<file path="config.mk">
export PLATFORM = sky130hd
export DESIGN_NAME = attack_encoder
export DESIGN_NICKNAME = d
export VERILOG_FILES = /design/src/rtl/attack_encoder.sv
export SDC_FILE = /design/constraint.sdc
export NUM_CORES = 1
export LEC_CHECK = 0
export CORE_AREA = 4 4 62 64
export DETAILED_ROUTE_END_ITERATION = 10
export DIE_AREA = 0 0 66 68
export PLACE_DENSITY = 0.82
export SETUP_SLACK_MARGIN = 0.3
export SYNTH_ARGS = -nofsm -noshare
export SYNTH_HDL_FRONTEND = slang
export SYNTH_SLANG_ARGS = --single-unit
</file>
<file path="constraint.sdc">
create_clock -name clock -period 5.5 [get_ports clock]
set_clock_uncertainty 0.05 [all_clocks]
set_input_delay 1.1 -clock clock [delete_from_list [all_inputs] [get_ports clock]]
set_output_delay 1.1 -clock clock [all_outputs]
set_load 0.02 [all_outputs]
</file>
<file path="src/rtl/attack_encoder.sv">
// Per-player attack word generator: turns button presses and hitbox contact into
// the one-hot attack word, sequencing each move through startup/active/recovery.
module attack_encoder #(
    parameter int STARTUP_CYCLES  = 3,
    parameter int ACTIVE_CYCLES   = 4,
    parameter int RECOVERY_CYCLES = 6
) (
    input  logic        clock,
    input  logic        reset,
    input  logic        enable,
    input  logic        stun,
    input  logic        a_btn,
    input  logic        b_btn,
    input  logic        up,
    input  logic        down,
    input  logic        left,
    input  logic        right,
    input  logic        contact,
    output logic [31:0] attack,
    output logic        busy,
    output logic [1:0]  phase
);

    typedef enum logic [1:0] {
        IDLE     = 2'd0,
        STARTUP  = 2'd1,
        ACTIVE   = 2'd2,
        RECOVERY = 2'd3
    } state_t;

    localparam int MAX_SA = (STARTUP_CYCLES > ACTIVE_CYCLES) ? STARTUP_CYCLES : ACTIVE_CYCLES;
    localparam int MAXC   = (MAX_SA > RECOVERY_CYCLES) ? MAX_SA : RECOVERY_CYCLES;
    localparam int CW     = (MAXC > 1) ? $clog2(MAXC) : 1;

    localparam logic [CW-1:0] ST_LAST = CW'(STARTUP_CYCLES - 1);
    localparam logic [CW-1:0] AC_LAST = CW'(ACTIVE_CYCLES - 1);
    localparam logic [CW-1:0] RC_LAST = CW'(RECOVERY_CYCLES - 1);

    state_t        state_reg, state_next;
    logic [CW-1:0] counter_reg, counter_next;
    // move one-hot maps directly onto attack[10:5]: A, up-B, down-B, left-B, right-B, neutral-B
    logic [5:0]    move_reg, move_next;
    logic [5:0]    buf_move_reg, buf_move_next;
    logic          buf_valid_reg, buf_valid_next;
    logic          hit_done_reg, hit_done_next;
    logic          a_prev_reg, b_prev_reg;
    logic [31:0]   attack_reg, attack_next;
    logic          busy_reg, busy_next;
    logic [1:0]    phase_reg, phase_next;

    logic          press_a, press_b, press_valid, last_cycle;
    logic [5:0]    press_move;

    assign press_a     = a_btn & ~a_prev_reg;
    assign press_b     = b_btn & ~b_prev_reg;
    assign press_valid = (press_a | press_b) & enable;

    always_comb begin
        press_move = 6'b000000;
        if (press_b) begin
            if (up)         press_move = 6'b000010;
            else if (down)  press_move = 6'b000100;
            else if (left)  press_move = 6'b001000;
            else if (right) press_move = 6'b010000;
            else            press_move = 6'b100000;
        end else if (press_a) begin
            press_move = 6'b000001;
        end
    end

    always_comb begin
        last_cycle = 1'b0;
        case (state_reg)
            STARTUP:  last_cycle = (counter_reg == ST_LAST);
            ACTIVE:   last_cycle = (counter_reg == AC_LAST);
            RECOVERY: last_cycle = (counter_reg == RC_LAST);
            default:  last_cycle = 1'b0;
        endcase
    end

    always_comb begin
        state_next     = state_reg;
        counter_next   = counter_reg;
        move_next      = move_reg;
        buf_move_next  = buf_move_reg;
        buf_valid_next = buf_valid_reg;
        hit_done_next  = hit_done_reg;
        attack_next    = 32'd0;
        busy_next      = (state_reg != IDLE);
        phase_next     = state_reg;

        if (state_reg == ACTIVE && !stun) begin
            attack_next[10:5] = move_reg;
            if (contact && !hit_done_reg) begin
                attack_next[0] = 1'b1;
                hit_done_next  = 1'b1;
            end
        end

        if (stun) begin
            state_next     = IDLE;
            counter_next   = '0;
            buf_valid_next = 1'b0;
            hit_done_next  = 1'b0;
        end else begin
            case (state_reg)
                IDLE: begin
                    // a fresh press overrides whatever was buffered during recovery
                    if (press_valid || buf_valid_reg) begin
                        move_next      = press_valid ? press_move : buf_move_reg;
                        state_next     = STARTUP;
                        counter_next   = '0;
                        hit_done_next  = 1'b0;
                        buf_valid_next = 1'b0;
                    end
                end
                STARTUP, ACTIVE: begin
                    if (last_cycle) begin
                        state_next   = (state_reg == STARTUP) ? ACTIVE : RECOVERY;
                        counter_next = '0;
                    end else begin
                        counter_next = counter_reg + CW'(1);
                    end
                end
                RECOVERY: begin
                    if (press_valid) begin
                        buf_valid_next = 1'b1;
                        buf_move_next  = press_move;
                    end
                    if (last_cycle) begin
                        state_next   = IDLE;
                        counter_next = '0;
                    end else begin
                        counter_next = counter_reg + CW'(1);
                    end
                end
                default: state_next = IDLE;
            endcase
        end
    end

    always_ff @(posedge clock or posedge reset) begin
        if (reset) begin
            state_reg     <= IDLE;
            counter_reg   <= '0;
            move_reg      <= '0;
            buf_move_reg  <= '0;
            buf_valid_reg <= 1'b0;
            hit_done_reg  <= 1'b0;
            a_prev_reg    <= 1'b0;
            b_prev_reg    <= 1'b0;
            attack_reg    <= 32'd0;
            busy_reg      <= 1'b0;
            phase_reg     <= 2'd0;
        end else begin
            state_reg     <= state_next;
            counter_reg   <= counter_next;
            move_reg      <= move_next;
            buf_move_reg  <= buf_move_next;
            buf_valid_reg <= buf_valid_next;
            hit_done_reg  <= hit_done_next;
            a_prev_reg    <= a_btn;
            b_prev_reg    <= b_btn;
            attack_reg    <= attack_next;
            busy_reg      <= busy_next;
            phase_reg     <= phase_next;
        end
    end

    assign attack = attack_reg;
    assign busy   = busy_reg;
    assign phase  = phase_reg;

endmodule

</file>
[Word-level counts from Yosys, hierarchy flattened]
Index checks and enable logic that the tools add are counted.
Operators by class
  add/subtract/negate cells: 1
  equal/unequal tests: 10
  mux-type cells: 30
  bitwise logic cells: 7
  reduce and logical (&&, ||, !) cells: 14
Operator list (number)
  $mux 6: 7
  $mux 1: 12
  $ne 3x3->1 const B: 4
  $mux 3: 3
  $reduce_and 3->1: 3
  $mux 2: 4
  $eq 3x2->1 const B: 2
  $pmux 2 s3: 1
  $pmux 3 s2: 1
  $eq 2x2->1 const B: 2
  $add 3x1->3 const B: 1
  $and 1x1->1: 3
  $eq 3x3->1 const B: 1
  $not 1->1: 3
  $pmux 1 s3: 1
  $reduce_bool 3->1: 1
  $reduce_or 3->1: 1
  $eq 2x1->1 const B: 1
  $logic_and 1x1->1: 2
  $logic_not 1->1: 2
  $logic_not 2->1: 1
  $pmux 1 s2: 1
  $reduce_and 2->1: 1
  $reduce_bool 2->1: 1
  other kinds (3): 3
Storage, ports and cells
  register bits: 31
  input bits: 11
  output and inout port bits: 35
  word-level logic and storage cells: 73

[Longest topological paths before layout]
Gate-level depths: netlist (run 1).
  word-level depth: 8
  gate-level depth with buffers: 7
  gate-level depth less buffers: 7

[Worst setup path before layout (run 1)]
Ideal clock, no wire load.
  path type: input to register
  start point: input b_btn
  end point: register counter_reg[0]
  library setup time: 0.119 ns
  arrival: 2.066 ns
  required time: 5.331 ns
  setup slack: 3.265 ns
  cell stages on the path: 5
  buffers on the path: 0
  cell sequence: and2b_1 o21a_1 nor3_4 nor3_1 a21o_2
Between the ends
  word-level cells in the longest chain between the ends: 5
Ends and longest elaborated chain
  start: declaration: line 13  | input logic b_btn,
  $and 1x1->1: line 55  | assign press_b = b_btn & ~b_prev_reg;
  $or 1x1->1: line 56  | assign press_valid = (press_a | press_b) & enable;
  $and 1x1->1: line 56
  $logic_or 1x1->1: line 109  | if (press_valid || buf_valid_reg) begin
  $ne 3x3->1 (no line)
  end signal: assignment: line 157  | counter_reg <= counter_next;
  end: declaration: line 40  | logic [CW-1:0] counter_reg, counter_next;
No other way between the ends.
A chain may end at the register's enable or synchronous reset.

[Worst setup path in the final report (run 1)]
  start point: input b_btn
  end point: register move_reg[0]
Between the ends
  word-level cells in the longest chain between the ends: 5
  elaborated cells between the ends (all ways): 7
  those cells by class: 2 x mux; 3 x bitwise; 2 x reduce/logical
Ends and longest elaborated chain
  $and 1x1->1 *: line 55
  $or 1x1->1: line 56
  $and 1x1->1: line 56
  $logic_or 1x1->1: line 109
  $reduce_and 3->1 (no line)
  end signal: assignment: line 158  | move_reg <= move_next;
  end: declaration: line 42  | logic [5:0] move_reg, move_next;
Mark *: on every way between the ends. The rest lies on a longest branch, timed or not.

==> run summary, run 1 <==
outcome -> complete, no violations
area leader, netlist -> dfrtp_1
# IOs -> 46
Area after DPL -> 1770 sq um
most frequent cells in the layout -> dfrtp_1, conb_1, nand2_1, clkdlybuf4s50_1, o21ai_0
ranking of synthesized cells by area -> dfrtp_1, buf_4, ha_1, nand2_1, o21ai_0
FP Rows -> 21
Die H -> 68 um
layout cells sized above 1 -> 6.45%
largest net degree at the start of global routing -> 32
die boundary width -> 66 um
Compound-Gate Fraction of Synth Area -> 12.3%
initial core utilization -> 49.2%
setup tns final -> 0 ns
final WL -> 2510 um
Arr. time, crit path -> 2.76 ns
main combinational cell family by area after synthesis -> simple AND/OR/NAND/NOR gates
# port buffers -> 20
worst skew pair latency -> 0.32 ns
max-cap check violation count -> 0
Slew HR -> 58.4%
Leak -> 0.000906 uW
setup violators final -> 0
Post-Layout Cell Count -> 232
# fillers -> 299
Post-CTS Hold Buffers -> 0
initial drt markers -> 64
core box area -> 3280 sq um
wire per inst -> 10.8 um
reg2reg start -> phase_next[0]
Num Clock Sinks -> 31
max reg flops -> 7
CTS H-tree depth -> 2
fin. max-slew vios -> 0
Num CTS Buffers -> 5
Die Area -> 4490 sq um
HP Class -> reg2reg
Peak VDD IR -> 0.141 mV
Final Util -> 56.5%
DP Wirelength -> 1920 um
Synth Area in XOR/XNOR -> 1.08%
Max FO, Critical Path -> 12
area grow syn2layout -> 14.7%
Clock Tree Buf Depth -> 2
CP startpoint kind -> primary input
gr ovfl total -> 0
Synth Area in Simple Gates -> 16.8%
post-synth cell types -> 39
CTS resizes -> 0
mux share of post-synthesis cell area -> 1.93%
Final Hold Fails -> 0
clk slew on worst S/H paths -> 0.10 ns
Post-synth EDFFs -> 0
number of global-route vias before repair -> 976
initial antenna violation count -> 0
PD cells -> 284 nW/um^2
Root Buffer -> clkbuf_4
Worst Max-Slew Pin Slew -> 0.622 ns
multi-input combinational cell area -> 701 sq um
# DRC -> 0
commonest non-fill, non-tap cell in the layout -> dfrtp_1
Storage cell area -> 776 sq um
Detail Route Antenna Nets -> 0
Post-Synth Adder-Cell Area -> 5.42%
Synth Cell Area -> 1620 sq um
main flop type after synthesis -> dfrtp_1
crit path launch -> b_btn
final worst slack -> 2.88 ns
synth warn -> 0
Crit path required time -> 5.63 ns
CTS tree -> yes
Initial DRT Pass Iterations -> 5
hold_sp -> hit_done_reg
Cells after Synth -> 160
Async SR Flop Fraction -> 100%
unrepaired setup endpoints after global routing -> no
crit path time final -> 2.62 ns
GP Congestion -> 0.853
via/cell ratio -> 4.58
vias after detailed routing -> 1062
post-route cell area -> 1850 sq um
CP Capture Type -> flip-flop
Fmax achieved -> 0.381 GHz
flops & latches, synth -> 31
number of nets in the layout -> 203
mean post-synth cell area -> 10.1 sq um
pre-CTS setup slack -> 2.50 ns
ANT cells -> 0
period utilisation layout -> 47.7%
Post-CTS Setup Repair Bufs -> 0
post-synthesis sequential area ratio -> 48.0%
first-pass GRT wire length -> 4280 um
share of the synthesized area in the top cell type -> 48.0%
dpl cells -> 224
Setup CP Type -> in2reg
GRT Overall Usage -> 12.6%
==> path summary, 6_finish.rpt <==
| kind | endpoint | slack (ns) | cells after the start |
|---|---|---|---|
| max | move_reg[0] | 2.88 | 5 |
| min | attack[0] | 0.39 | 1 |
| max reg2reg | counter_reg[0] | 3.48 | 7 |
| min reg2reg | attack[0] | 0.39 | 1 |
| max in group asynchronous | counter_reg[0] | 4.03 | 3 |
| min in group asynchronous | phase[1] | 1.09 | 3 |
==> power by group <==
group / internal (uW) / switching, uW / leakage, uW / total, uW
registers: 240 / 8.69 / 0.000417 / 249
clock network: 107 / 77.7 / 0.0000482 / 185
logic: 34.5 / 57.9 / 0.000441 / 92.4
total: 382 / 144 / 0.000906 / 527
==> layout make-up <==
type | count | area share, %
flip-flops and latches | 31 | 41.8
multi-input cells | 119 | 37.8
repair buffers | 21 | 11.2
well taps | 46 | 3.10
clock buffers | 6 | 2.77
clock inverters | 2 | 1.89
inverters | 7 | 1.42
==> Yosys cell counts (2+ instances only) <==
cell	n
dfrtp_1	31
buf_4	25
nand2_1	21
mux2i_1	2
a22oi_1	3
nor3_1	6
nor2_1	5
nor2b_1	3
ha_1	7
o21ai_0	11
inv_1	7
nor4b_1	2
o21bai_1	3
a21oi_1	3
a21o_1	2
and2_1	6
==> metrics by stage <==
step                      hold slack, ns  total power, uW
after floorplan                    0.356              332
after global placement             0.373              344
after detailed placement           0.373              347
after CTS                          0.389              530
after global routing               0.422              554
final                              0.386              527
==> logic make-up after synthesis <==
| logic type | Yosys count |
|---|---|
| XOR/XNOR | 2 |
| flip-flops | 31 |
| AND/OR/NAND/NOR | 52 |
| other | 1 |
| buffers and inverters | 34 |
| AO/OA/AOI/OAI | 30 |
| adder cells (fa/ha/maj) | 7 |
| multiplexers | 3 |
==> layer usage <==
metal,global-route usage (%),up-vias,routed length (um)
met5,0,-,0
met4,6.60,0,52
met3,4.43,7,166
met2,21.0,30,1200
met1,14.4,481,1100
li1,-,544,-
==> worst max-delay path, stage by stage <==
cell and delay (ns):
clkdlybuf4s50_1 0.41, and2b_1 0.21, o21a_1 0.28, o21bai_1 0.54
o21ai_0 0.21
No activity file was read; power rests on OpenSTA's default activity.
==> run 2: changes to the inputs <==
--- a/config.mk
+++ b/config.mk
@@ -5,10 +5,10 @@
 export SDC_FILE = /design/constraint.sdc
 export NUM_CORES = 1
 export LEC_CHECK = 0
-export CORE_AREA = 4 4 62 64
+export CORE_AREA = 4 4 64 66
 export DETAILED_ROUTE_END_ITERATION = 10
-export DIE_AREA = 0 0 66 68
-export PLACE_DENSITY = 0.82
+export DIE_AREA = 0 0 68 70
+export PLACE_DENSITY = 0.77
 export SETUP_SLACK_MARGIN = 0.3
 export SYNTH_ARGS = -nofsm -noshare
 export SYNTH_HDL_FRONTEND = slang
==> constraint.sdc (replaced) <==
create_clock -name clock -period 2.45 [get_ports clock]
set_clock_uncertainty 0.05 [all_clocks]
set_input_delay 0.49 -clock clock [delete_from_list [all_inputs] [get_ports clock]]
set_output_delay 0.49 -clock clock [all_outputs]
set_load 0.02 [all_outputs]
==> run 2 against run 1 <==
Net effect:
- sequential share of layout area fell by 0.58 points
- final area rose by 1.4%
- via count rose by 2.1%
- sequential power rose by 120%
- first-iteration DRC count fell by 64%
- sequential cell count did not move
- critical path type is now reg2reg
- power rose by 130%
- setup slack got worse by 2.4 ns
==> run summary, run 2 (synthesis gave the netlist of run 1 again) <==
CP peak stage delay -> 0.45 ns
WHS -> 0.393 ns
Num CTS Buffers -> 5
sequential group share of total power -> 47.2%
gr ovfl total -> 0
first-pass GRT wire length -> 4150 um
P_int -> 861 uW
max reg flops -> 7
worst skew pair latency -> 0.33 ns
Initial DRT Pass Iterations -> 5
Die H -> 70 um
Crit path required time -> 2.67 ns
Arr. time, crit path -> 2.15 ns
Root Buffer -> clkbuf_4
Sw Pwr -> 325 uW
Detail Route Antenna Nets -> 0
area grow syn2layout -> 16.3%
Tot Pwr -> 1190 uW
HP Class -> reg2reg
crit path cell chain -> inv_1, ha_1, xor2_1, o31ai_2, a211o_1, nor4b_1, a21o_1
core box area -> 3580 sq um
crit path time final -> 1.93 ns
WHS Path Cells -> 1
Worst path slowest cell -> dfrtp_1
Leak -> 0.000914 uW
Peak VDD IR -> 0.363 mV
Net Sw Frac -> 27.4%
initial drt markers -> 23
ANT cells -> 0
Final Hold Fails -> 0
Die Area -> 4760 sq um
reg2reg start -> phase_next[0]
number of global-route vias before repair -> 934
PD cells -> 630 nW/um^2
crit path to -> counter_reg[2]
largest net degree at the start of global routing -> 32
Post-Layout Cell Count -> 236
FP Rows -> 22
# fillers -> 315
post-route cell area -> 1880 sq um
number of nets in the layout -> 205
# DRC -> 0
FF-to-FF path depth -> 7
Max FO, Critical Path -> 5
clk slew on worst S/H paths -> 0.09 ns
# IOs -> 46
outcome -> complete, no violations
Fmax achieved -> 0.518 GHz
DP Wirelength -> 1890 um
cell class contributing the biggest share of worst-path delay -> compound AO/OA/AOI/OAI gates
Num Clock Sinks -> 31
WP buf/inv -> 1
Clock Tree Buf Depth -> 2
CTS H-tree depth -> 2
vias after detailed routing -> 1084
dpl cells -> 228
period utilisation layout -> 78.8%
final WL -> 2570 um
multi-input combinational cell area -> 709 sq um
CP Depth -> 7
GP Congestion -> 0.795
CTS tree -> yes
fin. max-slew vios -> 0
Combinational Power Share -> 17.7%
most frequent cells in the layout -> dfrtp_1, conb_1, nand2_1, clkdlybuf4s50_1, o21ai_0
Clk network pwr share -> 35.0%
initial core utilization -> 45.2%
crit path launch -> phase_next[0]
R2R setup slack -> 0.52 ns
unrepaired setup endpoints after global routing -> no
Area after DPL -> 1790 sq um
r2r endpoint -> counter_reg[2]
Post-CTS Setup Repair Bufs -> 0
setup violators final -> 0
CP startpoint kind -> flip-flop
commonest non-fill, non-tap cell in the layout -> dfrtp_1
setup tns final -> 0 ns
initial antenna violation count -> 0
layout cells sized above 1 -> 8.51%
via/cell ratio -> 4.59
die boundary width -> 68 um
GRT Overall Usage -> 11.7%
wire per inst -> 10.9 um
Storage cell area -> 776 sq um
max-cap check violation count -> 0
Setup CP Type -> reg2reg
CP Capture Type -> flip-flop
# port buffers -> 20
-- run 2: area by class of cell --
class | count | share of cell area, %
inverters | 7 | 1.40
multi-input cells | 119 | 37.7
well taps | 48 | 3.19
clock inverters | 2 | 1.86
clock buffers | 6 | 2.73
repair buffers | 23 | 11.8
flip-flops and latches | 31 | 41.3
-- run 2: power by group through the flow --
stage	combinational, uW	clock [uW]	sequential (uW)
final	210	415	560
after global routing	235	448	565
after CTS	209	427	560
after detailed placement	207	0	571
after global placement	206	0	570
after floorplan	168	0	578
-- run 2: what timing repair did --
| item | CTS | global route |
|---|---|---|
| setup endpoints to repair | 0 | 3 |
| gates resized for setup | 0 | 2 |
| endpoints found under the hold margin | 0 | 0 |
| hold buffers | 0 | 0 |
-- run 2: worst min path at each step --
stage | from | endpoint | slack [ns]
after global routing | hit_done_reg | attack[0] | 0.44
final | hit_done_reg | attack[0] | 0.39
after floorplan | hit_done_reg | attack[0] | 0.36
after CTS | hit_done_reg | attack[0] | 0.40
after global placement | hit_done_reg | attack[0] | 0.37
after detailed placement | hit_done_reg | attack[0] | 0.38
-- run 2: per-layer routing --
| layer | vias up | share of wire (%) | GRT usage [%] |
|---|---|---|---|
| met1 | 496 | 44 | 14.4 |
| met4 | 0 | 2.5 | 8.61 |
| met5 | - | 0 | 0 |
| met2 | 34 | 46 | 17.0 |
| li1 | 547 | - | - |
| met3 | 7 | 7.2 | 3.05 |
-- run 2: metrics by stage --
step	utilization [%]	worst slack (ns)
final	52.6	0.520
after global routing	52.6	0.335
after CTS	52.3	0.385
after detailed placement	49.9	0.0272
after global placement	49.9	0.145
after floorplan	-	0.699
